`config.mk`:
```
export PLATFORM = sky130hd
export DESIGN_NAME = mem_read_write_accelerator_addr_gen
export DESIGN_NICKNAME = d
export VERILOG_FILES = /design/src/rtl/mem_read_write_accelerator_addr_gen.sv
export SDC_FILE = /design/constraint.sdc
export NUM_CORES = 1
export LEC_CHECK = 0
export ABC_AREA = 1
export CORE_MARGIN = 3
export CORE_UTILIZATION = 58
export CTS_BUF_LIST = sky130_fd_sc_hd__clkbuf_8 sky130_fd_sc_hd__clkbuf_16
export CTS_CLUSTER_DIAMETER = 100
export DETAILED_ROUTE_END_ITERATION = 7
export PLACE_DENSITY = 0.79
export SLEW_MARGIN = 40
export SYNTH_ARGS = -nofsm -noshare
export SYNTH_HDL_FRONTEND = slang
export SYNTH_SLANG_ARGS = --single-unit
```
`constraint.sdc`:
```
create_clock -name aclk -period 11.26 [get_ports aclk]
set_input_delay 1.126 -clock aclk [delete_from_list [all_inputs] [get_ports aclk]]
set_output_delay 1.126 -clock aclk [all_outputs]
set_load 0.05 [all_outputs]
```
`src/rtl/mem_read_write_accelerator_addr_gen.sv`:
```
// mem_read_write_accelerator_addr_gen: splits a transfer into AXI bursts, strides/wraps addresses, waits for completions
module mem_read_write_accelerator_addr_gen #(
  parameter int C_ADDR_WIDTH      = 64,
  parameter int C_DATA_WIDTH      = 256,
  parameter int C_XFER_SIZE_WIDTH = 32,
  parameter int C_MAX_BURST_BEATS = 64
) (
  input  logic                         aclk,
  input  logic                         areset,
  input  logic                         ctrl_start,
  input  logic [C_ADDR_WIDTH-1:0]      ctrl_addr_offset,
  input  logic [C_XFER_SIZE_WIDTH-1:0] ctrl_xfer_size_in_bytes,
  input  logic [31:0]                  addr_increment,
  input  logic [31:0]                  mem_max_addr,
  output logic                         cmd_valid,
  input  logic                         cmd_ready,
  output logic [C_ADDR_WIDTH-1:0]      cmd_addr,
  output logic [7:0]                   cmd_len,
  output logic                         cmd_last,
  input  logic                         cmpl_valid,
  output logic                         busy,
  output logic                         ctrl_done
);
  localparam int LP_B     = C_DATA_WIDTH / 8;
  localparam int LP_LOG_B = $clog2(LP_B);
  localparam int LP_BW    = C_XFER_SIZE_WIDTH - LP_LOG_B + 1;
  localparam logic [LP_BW-1:0] LP_MAX = LP_BW'(C_MAX_BURST_BEATS);
  typedef enum logic [1:0] {IDLE, ISSUE, DRAIN, DONE} state_t;
  state_t                  state;
  logic [LP_BW-1:0]        beats_left, outstanding, total_beats, burst_beats, beats_rem;
  logic [LP_BW-1:0]        next_beats, next_burst, out_nxt;
  logic [C_ADDR_WIDTH-1:0] base;
  logic [31:0]             incr, max_addr, offset, offset_nxt;
  logic [32:0]             offset_sum;
  logic [7:0]              next_len;
  logic                    hs, cmpl_ok;
  always_comb begin
    total_beats = LP_BW'(ctrl_xfer_size_in_bytes >> LP_LOG_B) + LP_BW'(|ctrl_xfer_size_in_bytes[LP_LOG_B-1:0]);
    burst_beats = beats_left < LP_MAX ? beats_left : LP_MAX;
    beats_rem   = beats_left - burst_beats;
    next_beats  = state == IDLE ? total_beats : beats_rem;
    next_burst  = next_beats < LP_MAX ? next_beats : LP_MAX;
    next_len    = next_burst == '0 ? '0 : 8'(next_burst - LP_BW'(1));
    hs          = cmd_valid & cmd_ready;
    cmpl_ok     = cmpl_valid & (outstanding != '0);
    out_nxt     = outstanding + LP_BW'(hs) - LP_BW'(cmpl_ok);
    offset_sum  = {1'b0, offset} + {1'b0, incr};
    // the comparison is done on the 33-bit sum so a stride that overflows 32 bits still wraps
    offset_nxt  = (max_addr != '0 && offset_sum >= {1'b0, max_addr}) ? '0 : offset_sum[31:0];
  end
  always_ff @(posedge aclk or posedge areset) begin
    if (areset) begin
      state       <= IDLE;
      beats_left  <= '0;
      outstanding <= '0;
      base        <= '0;
      incr        <= '0;
      max_addr    <= '0;
      offset      <= '0;
      cmd_valid   <= 1'b0;
      cmd_addr    <= '0;
      cmd_len     <= '0;
      cmd_last    <= 1'b0;
      busy        <= 1'b0;
      ctrl_done   <= 1'b0;
    end else begin
      ctrl_done   <= 1'b0;
      outstanding <= out_nxt;
      case (state)
        IDLE: if (ctrl_start) begin
          base       <= ctrl_addr_offset;
          incr       <= addr_increment;
          max_addr   <= mem_max_addr;
          beats_left <= total_beats;
          offset     <= '0;
          busy       <= 1'b1;
          if (total_beats == '0) begin
            state     <= DONE;
            ctrl_done <= 1'b1;
          end else begin
            state     <= ISSUE;
            cmd_valid <= 1'b1;
            cmd_addr  <= ctrl_addr_offset;
            cmd_len   <= next_len;
            cmd_last  <= next_beats <= LP_MAX;
          end
        end
        ISSUE: if (hs) begin
          beats_left <= beats_rem;
          offset     <= offset_nxt;
          cmd_addr   <= base + C_ADDR_WIDTH'(offset_nxt);
          cmd_len    <= next_len;
          cmd_last   <= next_beats <= LP_MAX;
          if (cmd_last) begin
            cmd_valid <= 1'b0;
            state     <= DRAIN;
          end
        end
        DRAIN: if (out_nxt == '0) begin
          state     <= DONE;
          ctrl_done <= 1'b1;
        end
        DONE: begin
          state <= IDLE;
          busy  <= 1'b0;
        end
      endcase
    end
  end
endmodule
```
-- Word level (Yosys, flattened, before mapping)
Cells that the tools add are included.
- equality and inequality tests: 8
- bitwise gates (word level): 2
- $lt $le $gt $ge: 4
- muxes and demuxes: 40
- reductions and logical operators: 16
- add/subtract/negate cells: 7
- operator list (kind ; number):
    64-bit 2-to-1 mux ; 3
    28-bit 2-to-1 mux ; 5
    64-bit one-hot mux with 2 select lines ; 1
    32-bit 2-to-1 mux ; 3
    28-bit zero test ; 3
    64-bit by 32-bit adder with 64-bit output ; 1
    32-bit one-hot mux with 2 select lines ; 1
    28-bit by 7-bit less-than comparator with 1-bit output (second input constant) ; 2
    28-bit one-hot mux with 2 select lines ; 1
    32-bit by 32-bit adder with 33-bit output ; 1
    33-bit by 32-bit greater-or-equal comparator with 1-bit output ; 1
    8-bit 2-to-1 mux ; 4
    32-bit nonzero test ; 1
    27-bit by 1-bit adder with 28-bit output ; 1
    28-bit by 1-bit adder with 28-bit output ; 1
    28-bit by 7-bit less-or-equal comparator with 1-bit output (second input constant) ; 1
    28-bit nonzero test ; 1
    28-bit by 1-bit subtractor with 28-bit output ; 1
    28-bit subtractor ; 1
    8-bit one-hot mux with 2 select lines ; 1
    1-bit 2-to-1 mux ; 11
    2-bit 2-to-1 mux ; 5
    2-bit != test (second input constant) ; 5
    1-bit one-hot mux with 2 select lines ; 4
    13 further kinds ; 18
- register bits: 294
- bits of input ports: 165

-- Logic depth before layout (Yosys ltp)
Gate-level depths: netlist (run 1).
- word-level depth: 11
- gate-level depth with buffers: 44
- gate-level depth less buffers: 43

-- Least setup slack after synthesis (run 1)
OpenSTA, ideal clock, no wires.
- kind: register -> register
- start: register offset[0]
- end: register cmd_addr[56]
- stages on the path, launching flop included: 44
- arrival time: 6069 ps
- setup slack: 5067 ps
- buffers on the path: 1
- period minus slack after synthesis: 6193 ps
- library setup time: 123 ps
- cells stage by stage: dfrtp_1 > ha_1 > fa_1 > nand2_1 > o21ai_1 > a21oi_1 > o21ai_0 > a21boi_1 > o21ai_1 > a21oi_1 > o21ai_1 > a21oi_1 > xnor2_1 > ha_1 > a21oi_1 > o21ai_0 > a21oi_1 > nand2_1 > [... 8 more ...] > nand2_1 > inv_1 > ha_1 > inv_1 > fa_1 > o21ai_1 > a21oi_1 > o21ai_1 > nand2_1 > nand2_1 > a21oi_1 > o21ai_1 > nand2_1 > nor2_1 > nand4_1 > xnor2_1 > o21ai_0 > nand2_1
- cells in the longest elaborated chain, start to end: 7
- ends and longest elaborated chain (element ; line ; text):
    start: declaration ; 33 ; logic [31:0] incr, max_addr, offset, offset_nxt;
    start signal: assignment ; 90 ; offset <= offset_nxt;
    32-bit by 32-bit adder with 33-bit output * ; 47 ; offset_sum = {1'b0, offset} + {1'b0, incr};
    33-bit by 32-bit greater-or-equal comparator with 1-bit output ; 49 ; offset_nxt = (max_addr != '0 && offset_sum >= {1'b0, max_addr}) ? '0 : offset_sum[31:0];
    1-bit logical AND ; 49 ;
    32-bit 2-to-1 mux * ; 49 ;
    64-bit by 32-bit adder with 64-bit output * ; 91 ; cmd_addr <= base + C_ADDR_WIDTH'(offset_nxt);
    64-bit 2-to-1 mux * ; 88 ; ISSUE: if (hs) begin
    64-bit one-hot mux with 2 select lines * ; 69 ; case (state)
    end signal: assignment ; 83 ; cmd_addr <= ctrl_addr_offset;
    end signal: assignment ; 91 ;
    end: declaration ; 17 ; output logic [C_ADDR_WIDTH-1:0] cmd_addr,
Every way passes the cells marked *; elsewhere a longest branch is shown, timed or not. The select of a mux whose other input is x is not followed.
A chain may end at the register's enable or synchronous reset.

-- Final worst setup path (run 1)
- start: register offset[0]
- end: register cmd_addr[47]
The elaborated chain is that of the path after synthesis.

==> impl_metrics.env, run 1 <==
export IMPL_final_net_count=3428
export IMPL_postSynth_asyncResetShare_pct=100
export IMPL_firstDrtPassIters=6
export IMPL_hold_path_endpoint="cmd_addr[23]"
export IMPL_ys_types=65
export IMPL_vias_in_the_first_global_route=20500
export IMPL_crit_path_setup_slack_layout_ns=3.27
export IMPL_synth_fa_ha_area_share_pct=9.10
export IMPL_die_width_um=195
export IMPL_top_level_ports=241
export IMPL_synthCells=2909
export IMPL_report_final_setup_viol=0
export IMPL_final_hold_violation_count=0
export IMPL_placed_area_um2=23500
export IMPL_timing_clock_skew_ns=0.0190
export IMPL_wire_per_inst_um=18.5
export IMPL_timing_rr_start="offset[0]"
export IMPL_slew_violations=0
export IMPL_tightest_slew_ns=0.841
export IMPL_required_ns=11.76
export IMPL_drtAntennaViolNets=0
export IMPL_holdPathStages=2
export IMPL_seq_area_frac_synth_pct=35.5
export IMPL_path_class="reg -> reg"
export IMPL_synth_edf_count=0
export IMPL_gr_usage_all_layers_pct=34.0
export IMPL_clk_root_buffer_cell="clkbuf_16"
export IMPL_drt_wl_total_um=66300
export IMPL_muxShareOfSynthArea_pct=0
export IMPL_synth_nets=3223
export IMPL_synth_simple_gate_area_share_pct=26.6
export IMPL_main_combinational_cell_family_by_area_after_synthesis="simple AND/OR/NAND/NOR gates"
export IMPL_fmax_mhz=125
export IMPL_cts_sinks=294
export IMPL_rr_endpoint="cmd_addr[47]"
export IMPL_end_kind="flop"
export IMPL_antenna_found_initial=6
export IMPL_via_per_inst=5.79
export IMPL_ctsResizeCount=0
export IMPL_final_cell_area_um2=24500
export IMPL_critPathSlowestCell="a21oi_1"
export IMPL_cts_made_buffers=31
export IMPL_cts_max_path_buffers=3
export IMPL_worst_path_largest_cell_delay_ns=0.65
export IMPL_synth_warning_count=0
export IMPL_outcome="finished clean"
export IMPL_syn2layout_area_growth_pct=17.9
export IMPL_fin_setup_tns_ns=0
export IMPL_cp_start_kind="flop"
export IMPL_htree_levels=1
export IMPL_floorplan_die_area_um2=38100
export IMPL_reg2reg_depth=40
export IMPL_synth_compound_area_share_pct=15.6
export IMPL_numPortBuffers=240
export IMPL_initial_core_util_pct=59.5
export IMPL_min_period_over_period_pct=71.0
export IMPL_timing_max_slew_rel_slack_pct=43.4
export IMPL_post_synth_instance_area_um2=20700
export IMPL_core_region_area_um2=34900
export IMPL_cts_hold_buffers_added=0
export IMPL_gp_congestion=0.994
export IMPL_fin_worst_hold_slack_ns=0.480
export IMPL_clk_latency_ns=0.59
export IMPL_synth_area_per_cell_um2=7.13
export IMPL_r2r_setup_slack_ns=3.27
export IMPL_drt_drc_violations_left=0
export IMPL_grt_setup_unrepaired="no"
export IMPL_timing_critical_path_fanout_max=17
export IMPL_grt_overflow=0
export IMPL_share_of_final_layout_standard_cells_stronger_than_drive_strength_1_pct=3.83
export IMPL_preCtsSetupSlack_ns=3.55
export IMPL_worst_ep_arrival_time_ns=8.49
export IMPL_max_cap_violations=0
export IMPL_synth_main_ff_cell="dfrtp_1"
export IMPL_fp_row_count=68
export IMPL_hpwl_detailed_um=51200
export IMPL_detailedRoute_firstIterationViolations=1617
export IMPL_synth_seq_cells=294
export IMPL_wire_length_of_the_first_global_routing_pass_um=106000
export IMPL_post_route_min_period_ns=7.99
export IMPL_grt_start_max_net_pins=92
export IMPL_num_vias=20800
export IMPL_fp_dieH_um=195
export IMPL_share_of_the_synthesized_netlist_area_taken_by_xor_and_xnor_gates_pct=4.35
export IMPL_worst_hold_path_type="reg -> reg"
export IMPL_hold_path_startpoint="cmd_addr[23]"
export IMPL_clkTransAtPathRegs_ns=0.06
export IMPL_setup_fix_buffers_added_after_clock_tree_synthesis=0
export IMPL_cts_tree="built"
## registers in the layout, summed over array words and instances, names as in the netlist, 2 cells and up
register / flops
base: 64
cmd_addr: 64
incr: 32
max_addr: 32
offset: 32
beats_left: 28
outstanding: 28
cmd_len: 8
state: 2
## cells in the mapped netlist, drive strengths merged, types with 3 or more instances
cell type / instances / area [um2]
nand4: 50 / 328
o22ai: 11 / 68.8
clkbuf: 61 / 229
or2: 10 / 62.6
a21oi: 210 / 1070
a31oi: 38 / 238
fa: 3 / 60.1
o211ai: 14 / 110
o21ai: 260 / 1310
o31ai: 4 / 30.0
a21boi: 3 / 22.5
a221oi: 3 / 26.3
nor4: 29 / 188
dfrtp: 294 / 7360
xor2: 76 / 666
xnor2: 27 / 236
a22o: 4 / 35.0
nand2: 784 / 2980
buf: 20 / 156
ha: 146 / 1830
nor2: 252 / 1000
nand3b: 6 / 45.0
inv: 385 / 1450
a21o: 9 / 67.6
nor3: 58 / 307
o221ai: 3 / 26.3
o21a: 9 / 67.6
nand3: 113 / 588
o21bai: 7 / 52.6
## worst max-delay path: cells and delay by family, from the launching register on
| family | cells | cell delay (ns) |
|---|---|---|
| compound gates | 20 | 4.21 |
| fa+ha+maj | 4 | 1.27 |
| simple gates | 11 | 1.11 |
| buf+inv | 4 | 0.72 |
| flops | 1 | 0.39 |
| xor+xnor | 1 | 0.19 |
## kinds of logic after synthesis
group / after synthesis
simple gates: 1307
compound gates: 587
buf+inv: 468
flops: 294
fa+ha+maj: 149
xor+xnor: 103
other cells: 1
## metal layers
metal	global-route usage [%]	part of all wire, %
met4	17.0	6.2
met2	56.7	47
met3	4.66	6.7
met5	0	0.041
met1	43.6	40
## worst max-delay path by stage
stage	from	slack, ns	to	cells after the start
after CTS	offset[0]	3.48	cmd_addr[56]	42
final	offset[0]	3.27	cmd_addr[47]	40
after detailed placement	offset[0]	3.55	cmd_addr[56]	42
after global routing	offset[0]	2.67	cmd_addr[63]	41
after floorplan	areset	2.01	base[0]	1
after global placement	offset[0]	3.82	cmd_addr[56]	42
## per-stage QoR
step / instances / utilization, %
CTS: 3585 / 70.1
global placement: 3535 / 67.2
floorplan: 2909 / -
detailed placement: 3536 / 67.3
global route: 3589 / 70.1
finish: 3590 / 70.1
## cell usage in the layout, fill, tap and decap left out, types with 27 or more instances in the layout
cell type          n
nor3_1            56
clkbuf_16         31
ha_1             145
nor4_1            28
a31oi_1           38
nor2_1           236
dfrtp_1          294
nand2_1          772
nand4_1           49
o21ai_0          227
o21ai_1           32
nand3_1          110
inv_1            376
xor2_1            76
a21oi_1          208
clkdlybuf4s50_1  240
xnor2_1           27
## final cells by class
type                       count  area, um2
multi-input combinational   2147      11600
tap                          455        569
clock inverter                12        106
clock buffer                  37        858
antenna                        5       12.5
timing repair buffer         253       2530
inverter                     387       1460
fill                        2910      10400
sequential                   294       7360
Power of run 1 is left out: the tool's default activity adds up to more than one toggle a clock period on the data nets, which glitch-free logic cannot reach.
==> inputs of run 2 (changes only) <==
==> constraint.sdc (replaced) <==
create_clock -name aclk -period 7.9 [get_ports aclk]
set_input_delay 0.79 -clock aclk [delete_from_list [all_inputs] [get_ports aclk]]
set_output_delay 0.79 -clock aclk [all_outputs]
set_load 0.05 [all_outputs]
==> run 2 against run 1 <==
  * Count of clock-buffer cells in the layout rose by 5
  * Die area stayed put
  * Global-route usage up 0.50 points
  * Setup slack lost 2.7 ns
  * Critical path depth increased by 3
  * Fmax rose by 9.5%
  * Wire length is 1.1% higher
  * Register-to-register slack worse by 2.7 ns
  * Largest cell class unchanged
  * Highest routed layer is now met4
  * Core utilization rose by 0.99 points
  * Critical path type unchanged
  * Critical endpoint is now cmd_addr[30]
==> impl_metrics.env, run 2 (same netlist as run 1, synthesis figures left out) <==
export IMPL_max_cap_violations=0
export IMPL_core_region_area_um2=34900
export IMPL_cts_made_buffers=34
export IMPL_end_kind="flop"
export IMPL_vias_in_the_first_global_route=20800
export IMPL_via_per_inst=5.83
export IMPL_wp_buf_inv=4
export IMPL_final_net_count=3436
export IMPL_drt_wl_total_um=67000
export IMPL_largest_registers="base (64), cmd_addr (64)"
export IMPL_drt_drc_violations_left=0
export IMPL_clkTransAtPathRegs_ns=0.06
export IMPL_required_ns=8.30
export IMPL_tightest_slew_ns=0.847
export IMPL_worst_hold_path_type="reg -> reg"
export IMPL_worst_ep_arrival_time_ns=7.70
export IMPL_timing_rr_start="offset[0]"
export IMPL_top_level_ports=241
export IMPL_layout_cells_most_common="nand2_1"
export IMPL_num_vias=21000
export IMPL_fp_dieH_um=195
export IMPL_cts_sinks=294
export IMPL_outcome="finished clean"
export IMPL_initial_core_util_pct=59.5
export IMPL_min_period_over_period_pct=92.4
export IMPL_timing_critical_path_fanout_max=14
export IMPL_critPathSlowestCell="a21boi_0"
export IMPL_firstDrtPassIters=6
export IMPL_wire_per_inst_um=18.6
export IMPL_cts_tree="built"
export IMPL_placed_area_um2=23600
export IMPL_timing_critical_path_mode_cell="nand2_1"
export IMPL_worst_path_largest_cell_delay_ns=0.42
export IMPL_timing_max_slew_rel_slack_pct=42.9
export IMPL_gr_usage_all_layers_pct=34.5
export IMPL_numPortBuffers=240
export IMPL_grt_overflow=0
export IMPL_hold_path_startpoint="cmd_addr[6]"
export IMPL_layout_common_cells="nand2_1 (771), inv_1 (374), dfrtp_1 (294)"
export IMPL_hold_path_endpoint="cmd_addr[6]"
export IMPL_grt_start_max_net_pins=128
export IMPL_final_cell_area_um2=24800
export IMPL_path_class="reg -> reg"
export IMPL_cpLargestDelayFamily="compound AO/OA/AOI/OAI gates"
export IMPL_gp_congestion=0.989
export IMPL_cp_start_kind="flop"
export IMPL_clk_latency_ns=0.53
export IMPL_timing_clock_skew_ns=0.0149
export IMPL_syn2layout_area_growth_pct=19.6
export IMPL_floorplan_die_area_um2=38100
export IMPL_report_final_setup_viol=0
export IMPL_share_of_final_layout_standard_cells_stronger_than_drive_strength_1_pct=4.48
export IMPL_post_route_min_period_ns=7.30
export IMPL_drtAntennaViolNets=0
export IMPL_rr_endpoint="cmd_addr[30]"
export IMPL_reg2reg_depth=43
export IMPL_antenna_found_initial=3
export IMPL_clk_root_buffer_cell="clkbuf_16"
export IMPL_setup_fix_buffers_added_after_clock_tree_synthesis=0
export IMPL_holdPathStages=2
export IMPL_fp_row_count=68
export IMPL_fmax_mhz=137
export IMPL_htree_levels=2
export IMPL_wire_length_of_the_first_global_routing_pass_um=108000
export IMPL_cts_max_path_buffers=3
export IMPL_die_width_um=195
export IMPL_detailedRoute_firstIterationViolations=1595
export IMPL_r2r_setup_slack_ns=0.60
export IMPL_slew_violations=0
export IMPL_final_hold_violation_count=0
export IMPL_hpwl_detailed_um=51100
## run 2: cell types whose count changed in the layout (fill, tap and decap cells not counted), sizes merged
cell      change
bufinv        +3
inv           -3
clkinvlp      +2
clkbuf        +6
buf           +4
clkinv        +4
## run 2: how the worst max path moves through the flow
stage / cells past startpoint / startpoint / to / slack (ns)
5_1_grt: 43 / offset[0] / cmd_addr[30] / -0.01
3_5_place_dp: 42 / offset[0] / cmd_addr[45] / 0.30
2_1_floorplan: 43 / offset[0] / cmd_addr[56] / 1.71
3_3_place_gp: 43 / offset[0] / cmd_addr[62] / 0.66
6_report: 43 / offset[0] / cmd_addr[30] / 0.60
4_1_cts: 42 / offset[0] / cmd_addr[45] / 0.23
## run 2: area by class of cell
class	count	area, um2
multi-input combinational	2147	11600
fill	2855	10100
sequential	294	7360
timing repair buffer	258	2620
inverter	387	1460
clock buffer	42	972
tap	455	569
clock inverter	18	228
antenna	5	12.5
## run 2: repair_timing
item / 4_1_cts / 5_1_grt
resized for setup: 0 / 7
hold buffers: 0 / 0
endpoints found under the setup margin: 0 / 40
## run 2: stage by stage
stage / instances / setup slack [ns] / setup TNS (ns) / hold WS (ns) / util, %
after detailed placement: 3540 / 0.302 / 0 / 0.464 / 67.5
after CTS: 3600 / 0.228 / 0 / 0.480 / 71.0
after global placement: 3538 / 0.660 / 0 / 0.462 / 67.3
after floorplan: 2909 / 1.71 / 0 / 0.453 / -
final: 3606 / 0.600 / 0 / 0.479 / 71.1
after global routing: 3604 / -0.0122 / -0.0161 / 0.503 / 71.1
## run 2: layer usage
metal	global-route usage, %	vias up	part of all wire, %
li1	-	9992	-
met1	44.3	9860	40
met2	57.1	949	47
met3	5.00	224	7.3
met4	17.7	0	5.8
met5	0	-	0
## run 2: worst min-delay path, stage by stage (launching register included)
cell and delay (ns):
dfrtp_1 0.34, nand2_1 0.05, nand2_1 0.06
Power of run 2 is left out for the same reason.
==> inputs of run 3 (changes only) <==
--- a/config.mk
+++ b/config.mk
@@ -7,11 +7,11 @@
 export LEC_CHECK = 0
 export ABC_AREA = 1
 export CORE_MARGIN = 3
-export CORE_UTILIZATION = 58
+export CORE_UTILIZATION = 30
 export CTS_BUF_LIST = sky130_fd_sc_hd__clkbuf_8 sky130_fd_sc_hd__clkbuf_16
 export CTS_CLUSTER_DIAMETER = 100
 export DETAILED_ROUTE_END_ITERATION = 7
-export PLACE_DENSITY = 0.79
+export PLACE_DENSITY = 0.45
 export SLEW_MARGIN = 40
 export SYNTH_ARGS = -nofsm -noshare
 export SYNTH_HDL_FRONTEND = slang
==> constraint.sdc (replaced) <==
create_clock -name aclk -period 7.9 [get_ports aclk]
set_input_delay 1.58 -clock aclk [delete_from_list [all_inputs] [get_ports aclk]]
set_output_delay 1.58 -clock aclk [all_outputs]
set_load 0.05 [all_outputs]
==> run 3 against run 2 <==
  * Highest routed layer is now met5
  * Critical path type unchanged
  * Cell count is 13% higher
  * Clock skew up 0.0043 ns
  * Core utilization is 34 points lower
  * Critical endpoint is now cmd_addr[56]
  * Wire length up 12%
  * Count of clock-buffer cells in the layout grew 9
  * Setup slack improved by 0.21 ns
  * Final area up 2.8%
  * Fmax up 2.9%
==> impl_metrics.env, run 3 (same netlist as run 1, synthesis figures left out) <==
export IMPL_timing_critical_path_fanout_max=7
export IMPL_syn2layout_area_growth_pct=22.9
export IMPL_hold_path_startpoint="cmd_addr[26]"
export IMPL_post_route_min_period_ns=7.09
export IMPL_antenna_found_initial=1
export IMPL_drt_wl_total_um=75300
export IMPL_clkTransAtPathRegs_ns=0.06
export IMPL_clk_latency_ns=0.56
export IMPL_drt_drc_violations_left=0
export IMPL_gp_congestion=0.891
export IMPL_clk_root_buffer_cell="clkbuf_16"
export IMPL_worst_path_largest_cell_delay_ns=0.40
export IMPL_via_per_inst=4.91
export IMPL_timing_critical_path_from="offset[0]"
export IMPL_fp_dieH_um=269
export IMPL_detailedRoute_firstIterationViolations=1387
export IMPL_drtAntennaViolNets=0
export IMPL_wire_length_of_the_first_global_routing_pass_um=117000
export IMPL_initial_core_util_pct=30.6
export IMPL_largest_registers="base (64), cmd_addr (64)"
export IMPL_worst_hold_path_type="reg -> reg"
export IMPL_layout_common_cells="nand2_1 (771), inv_1 (377), dfrtp_1 (294)"
export IMPL_end_kind="flop"
export IMPL_cts_max_path_buffers=3
export IMPL_timing_clock_skew_ns=0.0192
export IMPL_floorplan_die_area_um2=72300
export IMPL_tightest_slew_ns=0.820
export IMPL_report_final_setup_viol=0
export IMPL_die_width_um=269
export IMPL_timing_max_slew_rel_slack_pct=44.8
export IMPL_cp_start_kind="flop"
export IMPL_layout_filler_cells=7211
export IMPL_antenna_cells=0
export IMPL_wire_per_inst_um=18.5
export IMPL_vias_in_the_first_global_route=20200
export IMPL_num_vias=20000
export IMPL_fin_setup_tns_ns=0
export IMPL_htree_levels=2
export IMPL_critPathSlowestCell="fa_1"
export IMPL_core_region_area_um2=67900
export IMPL_final_net_count=3441
export IMPL_cts_tree="built"
export IMPL_timing_rr_start="offset[0]"
export IMPL_grt_overflow=0
export IMPL_multi_input_area_um2=11600
export IMPL_worst_ep_arrival_time_ns=7.53
export IMPL_min_period_over_period_pct=89.8
export IMPL_fp_row_count=95
export IMPL_timing_critical_path_mode_cell="nand2_1"
export IMPL_firstDrtPassIters=5
export IMPL_gr_usage_all_layers_pct=20.7
export IMPL_grt_start_max_net_pins=133
export IMPL_required_ns=8.34
export IMPL_cts_made_buffers=38
export IMPL_top_level_ports=241
export IMPL_fmax_mhz=141
export IMPL_max_cap_violations=0
export IMPL_numPortBuffers=240
export IMPL_cts_sinks=294
export IMPL_setup_fix_buffers_added_after_clock_tree_synthesis=0
export IMPL_path_class="reg -> reg"
export IMPL_grt_setup_unrepaired="no"
export IMPL_share_of_final_layout_standard_cells_stronger_than_drive_strength_1_pct=4.85
export IMPL_layout_cells_most_common="nand2_1"
export IMPL_slew_violations=0
export IMPL_ff_latch_area_um2=7360
export IMPL_hpwl_detailed_um=57900
export IMPL_outcome="finished clean"
export IMPL_final_hold_violation_count=0
run 3: cell types whose count changed in the layout (fill, tap and decap cells not counted), moves of 3 or more:
cell | before | now
buf_4 | 10 | 13
clkbuf_16 | 35 | 39
a21oi_1 | 208 | 205
a21oi_2 | 0 | 3
inv_1 | 374 | 377
diode_2 | 5 | 0
inv_4 | 1 | 4
clkbuf_8 | 8 | 12
clkinv_2 | 7 | 4
run 3: path summary, 6_finish.rpt:
kind | end | slack, ns | cells after the start
hold / removal | cmd_addr[26] | 0.48 | 2
min in group asynchronous | busy | 1.39 | 2
setup / recovery | cmd_addr[56] | 0.81 | 43
max in group asynchronous | incr[14] | 4.86 | 5
setup reg to reg | cmd_addr[56] | 0.81 | 43
hold reg to reg | cmd_addr[26] | 0.48 | 2
run 3: what timing repair did:
action | in CTS | in global routing
hold buffers | 0 | 0
gates resized for setup | 0 | 10
setup endpoints to repair | 0 | 30
run 3: worst max-delay path: cells and delay by family (launching register included):
kind / cells / cell delay (ns)
compound gates: 16 / 2.67
xor+xnor: 2 / 0.36
simple gates: 17 / 1.79
flops: 1 / 0.38
fa+ha+maj: 5 / 1.49
buf+inv: 3 / 0.27
run 3: final cells by class:
cell class              instances  area share, %
multi-input cells            2147           45.5
clock inverters                17          0.731
clock buffers                  51           4.47
flip-flops and latches        294           28.8
well taps                     921           4.52
inverters                     387           5.75
repair buffers                259           10.2
run 3: per-stage QoR:
step	setup slack, ns	instance area (um2)	util, %	hold slack [ns]	cells
2_1_floorplan	1.71	20700	-	0.453	2909
3_3_place_gp	0.480	24100	35.5	0.469	4007
3_5_place_dp	0.396	24100	35.5	0.469	4007
4_1_cts	0.362	25400	37.5	0.485	4075
5_1_grt	0.0411	25500	37.6	0.503	4076
6_report	0.808	25500	37.6	0.478	4076
run 3: per-layer routing:
layer	global-route usage [%]	wire length [um]	part of all wire, %
met1	27.5	34500	46
met5	0	13	0.017
met3	3.36	3470	4.6
met2	34.7	35000	47
met4	6.32	2260	3.0
Power of run 3 is left out for the same reason.
